==> config.mk <==
export PLATFORM = sky130hd
export DESIGN_NAME = router_out_fifo_flat
export DESIGN_NICKNAME = d
export VERILOG_FILES = /design/src/rtl/router_pkg.sv /design/src/rtl/router_out_fifo_if.sv /design/src/rtl/router_fifo_timer.sv /design/src/rtl/router_out_fifo.sv /design/src/flat_wrapper.sv
export SDC_FILE = /design/constraint.sdc
export NUM_CORES = 1
export LEC_CHECK = 0
export CAP_MARGIN = 20
export CORE_MARGIN = 3
export CORE_UTILIZATION = 55
export DETAILED_ROUTE_END_ITERATION = 6
export PLACE_DENSITY_LB_ADDON = 0.05
export SLEW_MARGIN = 20
export SYNTH_ARGS = -nofsm -noshare
export SYNTH_HDL_FRONTEND = slang
export SYNTH_SLANG_ARGS = --single-unit
==> constraint.sdc <==
create_clock -name clk -period 3.42 [get_ports clk]
set_input_delay 0.855 -clock clk [delete_from_list [all_inputs] [get_ports clk]]
set_output_delay 0.855 -clock clk [all_outputs]
set_load 0.005 [all_outputs]
==> src/rtl/router_pkg.sv <==
// Shared constants and types for the router output FIFO slice.
// Optional timeout flush is enabled by defining ROUTER_FIFO_TIMEOUT_EN.
package router_pkg;

    localparam int DATA_W  = 8;
    localparam int DEPTH   = 16;
    localparam int TIMEOUT = 30;

    // Header byte: payload length in the upper six bits, destination in the lower two.
    typedef struct packed {
        logic [5:0] len;
        logic [1:0] addr;
    } hdr_t;

    typedef struct packed {
        logic       hdr;
        logic [7:0] data;
    } fifo_word_t;

    // Reads still owed after a header: every payload byte plus the parity byte.
    function automatic logic [5:0] pkt_reads(input logic [5:0] len);
        return len + 6'd1;
    endfunction

endpackage

==> src/rtl/router_out_fifo_if.sv <==
// Core-write / destination-read bundle of one router output FIFO.
// The FIFO takes the slave side; the core and destination take the master side.
interface router_out_fifo_if #(
    parameter int DATA_W = router_pkg::DATA_W
);
    logic              write_enb;
    logic              lfd_state;
    logic [DATA_W-1:0] data_in;
    logic              full;
    logic              empty;
    logic              read_enb;
    logic [DATA_W-1:0] dout;
    logic              valid_out;
    logic              pkt_active;
    logic              soft_reset;

    modport master (
        output write_enb, lfd_state, data_in, read_enb,
        input  full, empty, dout, valid_out, pkt_active, soft_reset
    );

    modport slave (
        input  write_enb, lfd_state, data_in, read_enb,
        output full, empty, dout, valid_out, pkt_active, soft_reset
    );
endinterface

==> src/rtl/router_fifo_timer.sv <==
// Idle-destination timer: pulses soft_reset once data has waited TIMEOUT cycles unread.
// Only built when ROUTER_FIFO_TIMEOUT_EN is defined.
`ifdef ROUTER_FIFO_TIMEOUT_EN
module router_fifo_timer #(
    parameter int TIMEOUT = router_pkg::TIMEOUT
) (
    input  logic clk,
    input  logic rstn,
    input  logic empty,
    input  logic read_enb,
    output logic soft_reset
);
    localparam int TW = $clog2(TIMEOUT + 1);

    logic [TW-1:0] idle_cnt;

    // Decoded from the registered count so the pulse is glitch-free and lasts one cycle.
    assign soft_reset = (idle_cnt == TW'(TIMEOUT - 1));

    always_ff @(posedge clk or negedge rstn) begin
        if (!rstn) begin
            idle_cnt <= '0;
        end else if (soft_reset || empty || read_enb) begin
            // read_enb with data present is always an accepted read
            idle_cnt <= '0;
        end else begin
            idle_cnt <= idle_cnt + TW'(1);
        end
    end

endmodule
`endif

==> src/rtl/router_out_fifo.sv <==
// Per-destination output FIFO of the 1x3 router with header marker and packet tracking.
// Define ROUTER_FIFO_TIMEOUT_EN to add the idle-destination timeout flush.
module router_out_fifo
    import router_pkg::*;
#(
    parameter int DATA_W = router_pkg::DATA_W,
    parameter int DEPTH  = router_pkg::DEPTH
) (
    input  logic              clk,
    input  logic              rstn,
    router_out_fifo_if.slave  fifo
);
    localparam int AW = $clog2(DEPTH);

    logic [AW:0]       wr_ptr;
    logic [AW:0]       rd_ptr;
    logic [DATA_W:0]   mem [DEPTH];
    logic [DATA_W:0]   rd_word;
    logic [DATA_W-1:0] dout_q;
    logic [5:0]        pkt_cnt;
    logic              pkt_active_q;
    logic              full;
    logic              empty;
    logic              flush;
    logic              wr_ok;
    logic              rd_ok;

    // Extra pointer MSB tells a full ring from an empty one.
    assign full  = (wr_ptr[AW] != rd_ptr[AW]) && (wr_ptr[AW-1:0] == rd_ptr[AW-1:0]);
    assign empty = (wr_ptr == rd_ptr);

    // Flush wins over both a read and a write in the same cycle.
    assign wr_ok = fifo.write_enb && !full  && !flush;
    assign rd_ok = fifo.read_enb  && !empty && !flush;

`ifdef ROUTER_FIFO_TIMEOUT_EN
    router_fifo_timer #(
        .TIMEOUT (TIMEOUT)
    ) u_timer (
        .clk        (clk),
        .rstn       (rstn),
        .empty      (empty),
        .read_enb   (fifo.read_enb),
        .soft_reset (flush)
    );
`else
    assign flush = 1'b0;
`endif

    assign rd_word = mem[rd_ptr[AW-1:0]];

    // NOTE: storage has no reset; the pointers alone decide which entries are valid.
    always_ff @(posedge clk) begin
        if (wr_ok) begin
            mem[wr_ptr[AW-1:0]] <= {fifo.lfd_state, fifo.data_in};
        end
    end

    // NOTE: all state uses non-blocking assignments so every register samples pre-edge values.
    always_ff @(posedge clk or negedge rstn) begin
        if (!rstn) begin
            wr_ptr <= '0;
            rd_ptr <= '0;
            dout_q <= '0;
        end else if (flush) begin
            wr_ptr <= '0;
            rd_ptr <= '0;
            dout_q <= '0;
        end else begin
            if (wr_ok) begin
                wr_ptr <= wr_ptr + (AW+1)'(1);
            end
            if (rd_ok) begin
                rd_ptr <= rd_ptr + (AW+1)'(1);
                dout_q <= rd_word[DATA_W-1:0];
            end
        end
    end

    // A marked read (re)loads the remaining-read count, so a header mid-packet resyncs.
    always_ff @(posedge clk or negedge rstn) begin
        if (!rstn) begin
            pkt_cnt      <= '0;
            pkt_active_q <= 1'b0;
        end else if (flush) begin
            pkt_cnt      <= '0;
            pkt_active_q <= 1'b0;
        end else if (rd_ok) begin
            if (rd_word[DATA_W]) begin
                pkt_cnt      <= pkt_reads(rd_word[7:2]);
                pkt_active_q <= 1'b1;
            end else if (pkt_active_q) begin
                pkt_cnt <= pkt_cnt - 6'd1;
                if (pkt_cnt == 6'd1) begin
                    pkt_active_q <= 1'b0;
                end
            end
        end
    end

    assign fifo.full       = full;
    assign fifo.empty      = empty;
    assign fifo.valid_out  = !empty;
    assign fifo.dout       = dout_q;
    assign fifo.pkt_active = pkt_active_q;
    assign fifo.soft_reset = flush;

endmodule

==> src/flat_wrapper.sv <==
// flat-port wrapper written by rule: the top's interface ports become plain ports
module router_out_fifo_flat import router_pkg::*;
#(
    parameter int DATA_W = router_pkg::DATA_W,
    parameter int DEPTH  = router_pkg::DEPTH
)
  (clk, rstn, fifo_write_enb, fifo_lfd_state, fifo_data_in, fifo_read_enb, fifo_full, fifo_empty, fifo_dout, fifo_valid_out, fifo_pkt_active, fifo_soft_reset);
  router_out_fifo_if #(.DATA_W(DATA_W)) fifo_i ();
  input  logic clk;
  input  logic rstn;
  input wire logic [$bits(fifo_i.write_enb)-1:0] fifo_write_enb;
  input wire logic [$bits(fifo_i.lfd_state)-1:0] fifo_lfd_state;
  input wire logic [$bits(fifo_i.data_in)-1:0] fifo_data_in;
  input wire logic [$bits(fifo_i.read_enb)-1:0] fifo_read_enb;
  output wire logic [$bits(fifo_i.full)-1:0] fifo_full;
  output wire logic [$bits(fifo_i.empty)-1:0] fifo_empty;
  output wire logic [$bits(fifo_i.dout)-1:0] fifo_dout;
  output wire logic [$bits(fifo_i.valid_out)-1:0] fifo_valid_out;
  output wire logic [$bits(fifo_i.pkt_active)-1:0] fifo_pkt_active;
  output wire logic [$bits(fifo_i.soft_reset)-1:0] fifo_soft_reset;
  assign fifo_i.write_enb = fifo_write_enb;
  assign fifo_i.lfd_state = fifo_lfd_state;
  assign fifo_i.data_in = fifo_data_in;
  assign fifo_i.read_enb = fifo_read_enb;
  assign fifo_full = fifo_i.full;
  assign fifo_empty = fifo_i.empty;
  assign fifo_dout = fifo_i.dout;
  assign fifo_valid_out = fifo_i.valid_out;
  assign fifo_pkt_active = fifo_i.pkt_active;
  assign fifo_soft_reset = fifo_i.soft_reset;
  router_out_fifo #(.DATA_W(DATA_W), .DEPTH(DEPTH)) u_core (.clk(clk), .rstn(rstn), .fifo(fifo_i));
endmodule
# ---- Word-level counts from Yosys, hierarchy flattened
# Memories as Yosys holds them, arrays and structs flattened.
# Index checks and enable logic that the tools add are counted.
# Widths: inputs -> output; s select.
dict set report classes {
  eq_ne 4
  add_sub_neg 4
  n_reduce_logical 7
  muxes 7
}
# cell count
set ops {}
lappend ops {{$mux 6} 2}
lappend ops {{$add 5x1->5 const B} 2}
lappend ops {{$add 6x1->6 const B} 1}
lappend ops {{$eq 6x1->1 const B} 1}
lappend ops {{$sub 6x1->6 const B} 1}
lappend ops {{$eq 5x5->1} 1}
lappend ops {{$mux 1} 5}
lappend ops {{$eq 4x4->1} 1}
lappend ops {{$logic_and 1x1->1} 3}
lappend ops {{$logic_not 1->1} 2}
lappend ops {{$reduce_and 2->1} 1}
lappend ops {{$reduce_bool 2->1} 1}
lappend ops {{$ne 1x1->1} 1}
dict set report totals {
  mem_bits_rw 144
  in_bits 13
  register_bits 25
  memories 1
}
# name depth width rd rd_clocked_by_memory_dff wr line
set mem_list {}
lappend mem_list {u_core.mem 16 9 1 0 1 router_out_fifo.sv:17} ;# logic [DATA_W:0] mem [DEPTH];

# ---- Logic depth before layout (Yosys ltp)
dict set report depth {
  word_depth 6
  depth_mapped 10
  depth_no_buf 7
}

# ---- Worst setup path after synthesis
# Ideal clock, no wire load.
dict set report synth_path {
  kind {register to register}
  start {register u_core.rd_ptr[0]}
  end {memory u_core.mem[3][0] (netlist bit), enable pin}
  required_ps 3033
  arrival_time_ps 2014
  path_slack_ps 1019
  synth_period_minus_slack_ps 2401
  path_buffers 3
  path_stages_with_launch 9
  cell_sequence {dfrtp_1 -> buf_6 -> buf_6 -> xnor2_1 -> nand4_1 -> o21a_1 -> buf_2 -> nand2_1 -> nor3_1}
}
dict set report synth_between {
  elab_chain_len 6
}
# element line
set synth_lines {}
lappend synth_lines {{start, declared} router_out_fifo.sv:16} ;# logic [AW:0] rd_ptr;
lappend synth_lines {{start signal, assigned} router_out_fifo.sv:74} ;# rd_ptr <= rd_ptr + (AW+1)'(1);
lappend synth_lines {{$eq 4x4->1} router_out_fifo.sv:29} ;# assign full = (wr_ptr[AW] != rd_ptr[AW]) && (wr_ptr[AW-1:0] == rd_ptr[AW-1:0]);
lappend synth_lines {{$logic_and 1x1->1} router_out_fifo.sv:29}
lappend synth_lines {{$logic_not 1->1} router_out_fifo.sv:33} ;# assign wr_ok = fifo.write_enb && !full && !flush;
lappend synth_lines {{$logic_and 1x1->1} router_out_fifo.sv:33}
lappend synth_lines {{$mux 1} router_out_fifo.sv:54} ;# if (wr_ok) begin
lappend synth_lines {{$mux 1 (not written as such)} router_out_fifo.sv:55} ;# mem[wr_ptr[AW-1:0]] <= {fifo.lfd_state, fifo.data_in};
lappend synth_lines {{end, declared} router_out_fifo.sv:17}
# No other way between the ends.

# ---- Final worst setup path
dict set report layout_path {
  start {register u_core.rd_ptr[0]}
  end {output port fifo_empty}
}
dict set report layout_between {
  elab_chain_len 1
}
# element line
set layout_lines {}
lappend layout_lines {{$eq 5x5->1} router_out_fifo.sv:30} ;# assign empty = (wr_ptr == rd_ptr);
lappend layout_lines {{end, declared} flat_wrapper.sv:16} ;# output wire logic [$bits(fifo_i.empty)-1:0] fifo_empty;
# No other way between the ends.

==> flow_results.org <==
** Synth
- In this run the cell area of the synthesized design comes to 6980 um2.
- Counting every instance in the synthesized netlist gives 388.
- Synthesized netlist net count :: 409
- Of the total synthesized cell area, the portion taken by XOR and XNOR cells is 0.0226.
- After synthesis, the mean cell area works out to 18.0 um2.
- Counting flops with a built-in enable in the synthesized netlist gives 144.
- Synth Area in Compound Gates :: 0.0359
- Number of distinct library cells after synthesis :: 44
- Of the post-synthesis cell area, the part taken by muxes is 0.139.
- The synthesized design contains 169 register bits.
- After synthesis, the share of flip-flops with an asynchronous set or reset is 0.148.
- Of the total synthesized cell area, the portion taken by full adders, half adders and majority gates is 0.0143.
- Most used DFF post-synth :: edfxtp_1
- Of the total synthesized cell area, the portion taken by AND, OR, NAND and NOR gates is 0.0536.
- Main combinational cell family by area after synthesis :: multiplexers
- Register area share after synthesis :: 0.709
- Number of synthesis warnings :: 0

** Timing
- Fmax :: 0.326 GHz
- Hold Violations, Final :: 0
- Between clock sinks in the finished design, the worst skew comes to 8.87 ps.
- Worst max-slew margin expressed relative to the limit :: 0.526
- Final Cycle Share :: 0.898
- Total setup violations reported at the end of the flow :: 0
- Worst slack on hold paths :: 472 ps
- Final count of pins violating max slew :: 0
- Min cycle time layout :: 3070 ps
- RSZ-0062 raised after global routing :: no
- Slew at the pin closest to its max-slew limit :: 711 ps
- After routing, the total negative slack on setup checks comes to 0 ps.

** Power and ir drop
- Of the total power, the share spent switching nets is 0.318.
- Internal power :: 4.77 mW
- IR analysis of the VDD net gives a maximum drop of 471 uV.
- Net switching power figure :: 2.23 mW
- Leakage power of the design :: 2.83 nW
- Of the total power, the clock network draws 0.258.
- Cell Pwr Density :: 864 nW/um2
- Share of power burned in registers :: 0.395
- Portion of total power attributed to combinational logic :: 0.347

** Floorplan
- Pin placement for this block handled 26 I/O pins.
- # rows :: 40
- Die outline width :: 119 um
- Die height :: 119 um
- Core Footprint :: 12200 um2
- Starting density of the core :: 0.571
- Die area :: 14100 um2

** Global route
- For this run, the total global-route usage over all layers was measured as 0.216.
- Largest net degree at the start of global routing :: 30
- For this run the aggregate overflow at the end of global routing stands at 0.
- The first global-routing pass estimated 22300 um of wire.
- The initial antenna violation count was 0.
- Vias in the first global route :: 3758

** Detailed routing
- The first routing iteration left 287 violations.
- Detailed routing inserted a total of 3550 vias.
- Antenna-violating nets left :: 0
- In the final routed layout, each cell accounts on average for 21.9 um.
- The final layout contains routed wiring with a total length of 13700 um.
- Number of DRC violations after detailed routing :: 0
- Before antenna repair, the detailed router went through 5 iterations.
- Via-to-Cell Ratio :: 5.69

** Place
- Final RePlAce weighted congestion :: 0.782
- Summed over all nets, the half-perimeter wirelength after detailed placement is 9380 um.
- In this run the tool buffered the top-level ports with 24 buffer cells.

** CTS
- TritonCTS built the clock tree.
- Number of buffers added by the clock tree synthesis step :: 17
- Insertion delay to the later sink of the worst-skew pair :: 420 ps
- Clock-pin slew was measured on the worst setup and hold paths at 60 ps.
- Max Buffers Root-to-Sink :: 2
- Post CTS Setup Buffer Count :: 0
- Clock Sink Count :: 169
- In this run the clock root is driven by a clkbuf_16.
- Gates resized during post-CTS repair numbered 0.
- Number of buffers inserted by hold repair at cts :: 0
- Maximum level of the CTS H-tree :: 4

** Final layout
- Proportion of layout cells with a drive suffix above 1 :: 0.230
- Antenna cell count :: 0
- Counting the fill cells in the layout gives 861.
- In the final layout, flip-flops and latches occupy 4950 um2.
- Final #Nets :: 464
- The multi-input combinational cells in the finished layout cover a total of 1860 um2.
- The top cell types in the final layout, fill and taps aside, are 144 x edfxtp_1, 34 x nand2_1, 32 x mux4_2, 32 x buf_4.
- The area growth from synthesis to layout is 16.1%.
- The library cell used most frequently in the layout, excluding fill and tap cells, is edfxtp_1.

** Critical path
- CP top delay family :: simple AND/OR/NAND/NOR gates
- STA puts the critical path data required time at 2560 ps.
- The slowest stage of the critical path belongs to the cell dfrtp_2.
- Worst Setup Start Kind :: flip-flop
- The worst setup path is captured at an output pin.
- Walking the worst path, the cells encountered are xnor2_1, nand4_1, or2_2, inv_1, clkdlybuf4s50_1.
- Maximum fanout along the worst path :: 8
- Worst endpoint data arrival time :: 2220 ps
- The largest single stage delay on the critical path is 520 ps.
- The critical path is of the reg -> out type.
- The critical path contains buffers and inverters numbering 2 combined.

** Run status
- The run finished with clean final reports.

** Run
- Across the run, the number of max-cap violations was 0.

** Worst hold path
- Class of the tightest hold or removal check :: reg -> reg
-- power by group through the flow --
stage	sequential (mW)	clock [mW]	combinational, mW
finish	2.76	1.81	2.42
global route	2.81	1.93	2.67
CTS	2.77	1.85	2.46
detailed placement	2.81	0	2.45
global placement	2.79	0	2.41
floorplan	2.72	0	1.81
-- worst register-to-register path: cells and delay by family (launching register included) --
family	cells	cell delay (ps)
multiplexers	1	600
flip-flops	1	540
AO/OA/AOI/OAI	2	340
buffers and inverters	1	280
adder cells (fa/ha/maj)	1	280
AND/OR/NAND/NOR	2	250
XOR/XNOR	1	140
-- sequential cells by signal, summed over array words and instances, names as in the netlist --
signal and count:
u_core.wr_ptr 5, u_core.rd_ptr 5, u_core.fifo.dout 8, u_core.mem 144, u_core.pkt_cnt 6, u_core.fifo.pkt_active 1
-- layout make-up --
class / instances / area share
tap: 168 / 0.0259
multi-input combinational: 192 / 0.230
clock buffer: 19 / 0.0534
timing repair buffer: 57 / 0.0618
sequential: 169 / 0.611
inverter: 6 / 0.00278
clock inverter: 13 / 0.0156
-- cell families (layout without fill, tap and decap cells) --
family,Yosys count,in the layout
XOR/XNOR,18,18
flip-flops,169,169
AND/OR/NAND/NOR,82,82
buffers and inverters,27,95
adder cells (fa/ha/maj),8,8
AO/OA/AOI/OAI,36,36
multiplexers,47,47
other,1,1
-- synthesized netlist by cell type (6+ instances only) --
| master | number | area [um2] |
|---|---|---|
| buf_2 | 7 | 35.0 |
| ha_1 | 8 | 100 |
| o21ai_1 | 7 | 35.0 |
| mux4_1 | 6 | 158 |
| nor2_1 | 20 | 75.1 |
| edfxtp_1 | 144 | 4320 |
| mux2i_1 | 7 | 70.1 |
| dfrtp_1 | 25 | 626 |
| xnor2_1 | 14 | 123 |
| nand2_1 | 34 | 128 |
| inv_1 | 6 | 22.5 |
| mux4_2 | 32 | 721 |
| o21ai_0 | 6 | 30.0 |
-- layer usage --
| layer | part of all wire | wire, um | global-route usage | vias to the layer above |
|---|---|---|---|---|
| li1 | - | - | - | 1629 |
| met1 | 0.44 | 5960 | 0.302 | 1806 |
| met2 | 0.50 | 6840 | 0.335 | 107 |
| met3 | 0.050 | 688 | 0.0483 | 8 |
| met4 | 0.011 | 156 | 0.0854 | 0 |
| met5 | 0 | 0 | 0 | - |
-- through the flow --
| step | setup WS (ps) | std cells | instance area, um2 | power [mW] | utilization |
|---|---|---|---|---|---|
| CTS | 292 | 624 | 8100 | 7.08 | 0.663 |
| global route | 223 | 624 | 8100 | 7.42 | 0.664 |
| floorplan | 1020 | 388 | 6980 | 4.53 | - |
| global placement | 713 | 592 | 7540 | 5.20 | 0.618 |
| finish | 348 | 624 | 8100 | 7.00 | 0.664 |
| detailed placement | 745 | 592 | 7540 | 5.26 | 0.618 |
-- final timing paths --
check	end	depth (start not counted)	start	slack [ps]
max reg2reg	u_core.pkt_cnt[4]	8	u_core.rd_ptr[0]	850
max	fifo_empty	5	u_core.rd_ptr[0]	350
min in group asynchronous	u_core.rd_ptr[4]	2	rstn	800
min	u_core.fifo.dout[2]	2	u_core.fifo.dout[2]	470
min reg2reg	u_core.fifo.dout[2]	2	u_core.fifo.dout[2]	470
max in group asynchronous	u_core.rd_ptr[0]	2	rstn	2350
No activity file was read; power rests on OpenSTA's default activity.
==> RTL change 1 (config.mk and constraints unchanged) <==
Build with the macro `ROUTER_FIFO_TIMEOUT_EN` defined.
--- a/src/rtl/router_fifo_timer.sv
+++ b/src/rtl/router_fifo_timer.sv
@@ -1,4 +1,6 @@
 // Idle-destination timer: pulses soft_reset once data has waited TIMEOUT cycles unread.
 // Only built when ROUTER_FIFO_TIMEOUT_EN is defined.
+`define ROUTER_FIFO_TIMEOUT_EN
+
 `ifdef ROUTER_FIFO_TIMEOUT_EN
 module router_fifo_timer #(
Behaviour: same outputs for any inputs over 10 cycles, from zero or initial values and one cycle with rstn low; that may be too few to reach the edited logic, so the function may still have changed.
==> RTL change 1 against the original RTL <==
Via count rose by 7.7%. Critical path depth unchanged. Sequential cell count is 5 higher. Worst setup slack got worse by 110 ps. Routed wire length grew 4.9%. Global-route usage about the same. Synthesized area grew 3.7%. Combinational power rose by 3%. Cell area up 4.0%. Total power increased by 3.5%.
==> RTL change 1: results (changes against the original RTL) <==
* Synth top cells by count: 144 x edfxtp_1, 38 x mux4_2, 36 x nor2_1, 30 x dfrtp_1, 24 x nand2_1
* Number of port buffers at 25 (+4.2%)
* Syn avg cell area at 17.44 sq um (-3.1%)
* Core area at 0.01272 sq mm (+4.2%)
* Layout cells sized above 1 at 0.2222 (-0.008041)
* Avg WL per Cell at 21.77 um (-0.48%)
* Hold Crit Depth at 1 (-1)
* Global-route wire length before repair at 22,600 um (+1.5%)
* Setup Skew at 8.031 ps (-0.8361 ps)
* Syn nets at 438 (+7.1%)
* CTS sink count at 174 (+3.0%)
* Hold path start: u_core.u_timer.idle_cnt[0]
* Nets at 496 (+6.9%)
* CLK BUF at 22 (+3)
* FFs w/ async S/R, synth at 0.1724 (+0.02448)
* Vias in the first global route at 3,901 (+3.8%)
* Leakage power at 2.991 nW (+5.6%)
* Critical path's largest stage delay at 500 ps (-20 ps)
* Slew Limit Headroom at 0.6239 (+0.09826)
* Outcome: completed
* Synth cell types at 48 (+9.1%)
* CP max FO at 7 (-1)
* Via count at 3,822 (+7.7%)
* Multi-input gates at 211 (+9.9%)
* Dpl ws at 604.0 ps (-141.3 ps)
* Number of vias per cell at 5.809 (+2.1%)
* Peak supply drop at 0.5900 mV (+25%)
* Worst Path Arrival at 2320 ps (+100 ps)
* Top cells by area, synth: edfxtp_1 60%, mux4_2 12%, dfrtp_1 10%
* RePlAce Congestion at 0.8322 (+6.5%)
* Placed cell count at 626 (+5.7%)
* Critical-path top delay cell: clkdlybuf4s50_1
* Multi-input gate share of total cell area at 0.2375 (+0.007906)
* Non-clk buf share at 0.05971 (-0.002051)
* Cell Area, Placed at 0.007840 sq mm (+4.0%)
-- RTL change 1: cell types whose count changed in the layout (fill, tap and decap cells not counted), moves of 4 or more --
cell,before,now
o22ai_1,5,0
xnor2_1,14,7
dfrtp_1,24,29
mux4_1,6,2
xor2_1,4,16
nand2_1,34,24
a21oi_1,3,11
nor2_1,20,36
a22oi_1,4,0
mux4_2,32,38
o21ai_1,7,2
inv_1,6,12
-- RTL change 1: cell families (layout without fill, tap and decap cells) --
kind of cell	count (synthesis)	in the layout	share of synthesized area
multiplexers	46	46	0.1342
buffers and inverters	30	101	0.02213
AND/OR/NAND/NOR	98	98	0.06364
flip-flops	174	174	0.7014
AO/OA/AOI/OAI	34	34	0.03355
adder cells (fa/ha/maj)	10	10	0.01729
XOR/XNOR	23	23	0.02784
-- RTL change 1: worst max-delay path by stage --
stage | slack [ps] | from | depth (start not counted) | to
floorplan | 600 | u_core.rd_ptr[0] | 8 | u_core.mem[0][0]
CTS | 210 | u_core.rd_ptr[0] | 5 | fifo_empty
global route | 70 | u_core.wr_ptr[2] | 5 | fifo_empty
detailed placement | 600 | u_core.rd_ptr[0] | 8 | u_core.pkt_cnt[4]
global placement | 590 | fifo_write_enb | 6 | u_core.mem[1][8]
finish | 240 | u_core.rd_ptr[0] | 5 | fifo_empty
-- RTL change 1: metrics by stage --
step | utilization | hold slack (ps) | total power [mW]
global placement | 0.6162 | 478.6 | 5.366
CTS | 0.6622 | 495.7 | 7.302
floorplan | - | 460.3 | 4.670
global route | 0.6622 | 542.4 | 7.616
finish | 0.6622 | 496.4 | 7.245
detailed placement | 0.6162 | 487.4 | 5.411
-- RTL change 1: layer usage --
| layer | vias up | GRT usage | wire, um |
|---|---|---|---|
| li1 | 1718 | - | - |
| met1 | 1963 | 0.3006 | 6294 |
| met2 | 123 | 0.3360 | 6928 |
| met3 | 18 | 0.05940 | 851 |
| met4 | 0 | 0.07224 | 253 |
| met5 | - | 0 | 0 |
-- RTL change 1: critical path: cells and delay by family, from the launching register on --
kind,cells,cell delay (ps)
xor+xnor,1,190
buf+inv,2,610
flops,1,490
simple gates,2,610
-- RTL change 1: power groups by stage --
stage / registers, mW / logic (mW) / clock network [mW]
4_1_cts: 2.86 / 2.52 / 1.92
3_5_place_dp: 2.90 / 2.51 / 0
5_1_grt: 2.90 / 2.72 / 2.00
6_report: 2.86 / 2.50 / 1.89
2_1_floorplan: 2.82 / 1.85 / 0
3_3_place_gp: 2.88 / 2.48 / 0
==> RTL change 2 (config.mk and constraints unchanged) <==
Without the edit above. Change the package constant `DATA_W` from 8 to 7.
--- a/src/rtl/router_pkg.sv
+++ b/src/rtl/router_pkg.sv
@@ -3,5 +3,5 @@
 package router_pkg;
 
-    localparam int DATA_W  = 8;
+    localparam int DATA_W  = 7;
     localparam int DEPTH   = 16;
     localparam int TIMEOUT = 30;
Interface: changed (resized fifo_data_in and fifo_dout); port bits go from 26 to 24. The function was not compared with the original's and may differ.
==> RTL change 2 against the original RTL <==
Clock power is 8% lower. Routed wire length shrank 11%. Total power fell by 9.4%. First-iteration DRC count fell by 21%. Sequential cell count shrank 17. Synthesized area fell by 9.6%. Cell area decreased by 10%. Worst setup slack got worse by 180 ps. Clock skew shrank 1.6 ps. Sequential share of layout area decreased by 0.18 points.
==> RTL change 2: results (changes against the original RTL) <==
* Adder and majority gate portion of the synthesized area at 0.01587 (+0.001522)
* Post-Syn Instances at 349 (-10%)
* CP max FO at 15 (+7)
* Nets at 416 (-10%)
* Top cells by area, synth: edfxtp_1 61%, mux4_2 11%, dfrtp_1 9.5%
* CLK BUF at 20 (+1)
* Non-Clock Inverter Count at 12 (+6)
* Critical path's largest stage delay at 490 ps (-30 ps)
* Sequential-to-total area share from yosys stat at 0.7045 (-0.004860)
* Fillers at 740 (-14%)
* Core area at 0.01103 sq mm (-9.7%)
* Max Freq at 0.3071 GHz (-5.7%)
* Tot GR Track Use at 0.2116 (-0.004468)
* Placed cell count at 517 (-13%)
* Hold crit path type: flip-flop to flip-flop
* Seq Cell Count at 152 (-10%)
* Detailed router's first-iteration violation count at 227 (-21%)
* Routed wire length at 12,190 um (-11%)
* Synth top cells by count: 128 x edfxtp_1, 30 x mux4_2, 26 x nor2_1, 24 x dfrtp_1, 16 x nand2_1
* Synth cell types at 42 (-4.5%)
* Number of vias per cell at 5.829 (+2.5%)
* Setup Skew at 7.283 ps (-1.583 ps)
* Hold path start: u_core.fifo.dout[5]
* Area occupied by multi-input gates at 0.001710 sq mm (-8.1%)
* Vias in the first global route at 3,290 (-12%)
* Design Area, Final at 0.007296 sq mm (-10%)
* Critical-path top delay cell: clkdlybuf4s50_1
* Global-route wire length before repair at 19,400 um (-13%)
* Post-synth EDFFs at 128 (-11%)
* XOR/XNOR share of the synthesized area at 0.02499 (+0.002397)
* Worst Tran Pin Value at 594.1 ps (-117.4 ps)
* Leakage power at 2.572 nW (-9.2%)
* Peak supply drop at 0.6173 mV (+31%)
* Multi-input gates at 168 (-13%)
* Reg2Reg Setup Slack at 580 ps (-270 ps)
* Worst hold slack at 483.3 ps (+11.33 ps)
* Pin count of the biggest net entering global routing at 29 (-3.3%)
* Outcome: completed
* RePlAce Congestion at 0.8304 (+6.3%)
* FF/Latch Area at 0.004444 sq mm (-10%)
* Internal Dissipation at 4.364 mW (-8.5%)
* Layout clock area frac at 0.07066 (+0.001643)
* FFs w/ async S/R, synth at 0.1579 (+0.009966)
* Comb. pwr at 2.17 mW (-10%)
* Layout cells sized above 1 at 0.2247 (-0.005572)
* Met1 wire length at 5396 um (-9.5%)
* P_clk at 1.66 mW (-8%)
* Met2 WL at 5952 um (-13%)
* Non-clock buffers at 45 (-21%)
* Metal3 WL at 630 um (-8.4%)
* Multiplexer share of the synthesized area at 0.1575 (+0.01833)
* Cell Area, Placed at 0.006780 sq mm (-10%)
* First-pass detailed-route iteration total at 4 (-1)
* Crit path launch: u_core.rd_ptr[1]
* HPWL after DPL at 7926 um (-15%)
RTL change 2: changes by cell type after synthesis, sizes merged, moves of 5 or more:
cell / unedited run / this run
nand2: 35 / 16
edfxtp: 144 / 128
mux2: 2 / 10
o21ai: 13 / 5
inv: 6 / 12
nor2: 20 / 26
a22oi: 6 / 1
buf: 18 / 13
RTL change 2: worst min-delay path: stages, from the launching register on:
cell and delay (ps):
dfrtp_1 340, nand2_1 50, o21ai_0 60
RTL change 2: metal layers:
metal  vias up  track usage
met1      1623       0.2969
met5         -            0
met2        86       0.3286
met4         0      0.06811
li1       1445            -
met3        23      0.05722
RTL change 2: cells by family after synthesis:
family	Yosys count
AO/OA/AOI/OAI	23
AND/OR/NAND/NOR	64
buffers and inverters	29
multiplexers	54
XOR/XNOR	18
flip-flops	152
other	1
adder cells (fa/ha/maj)	8
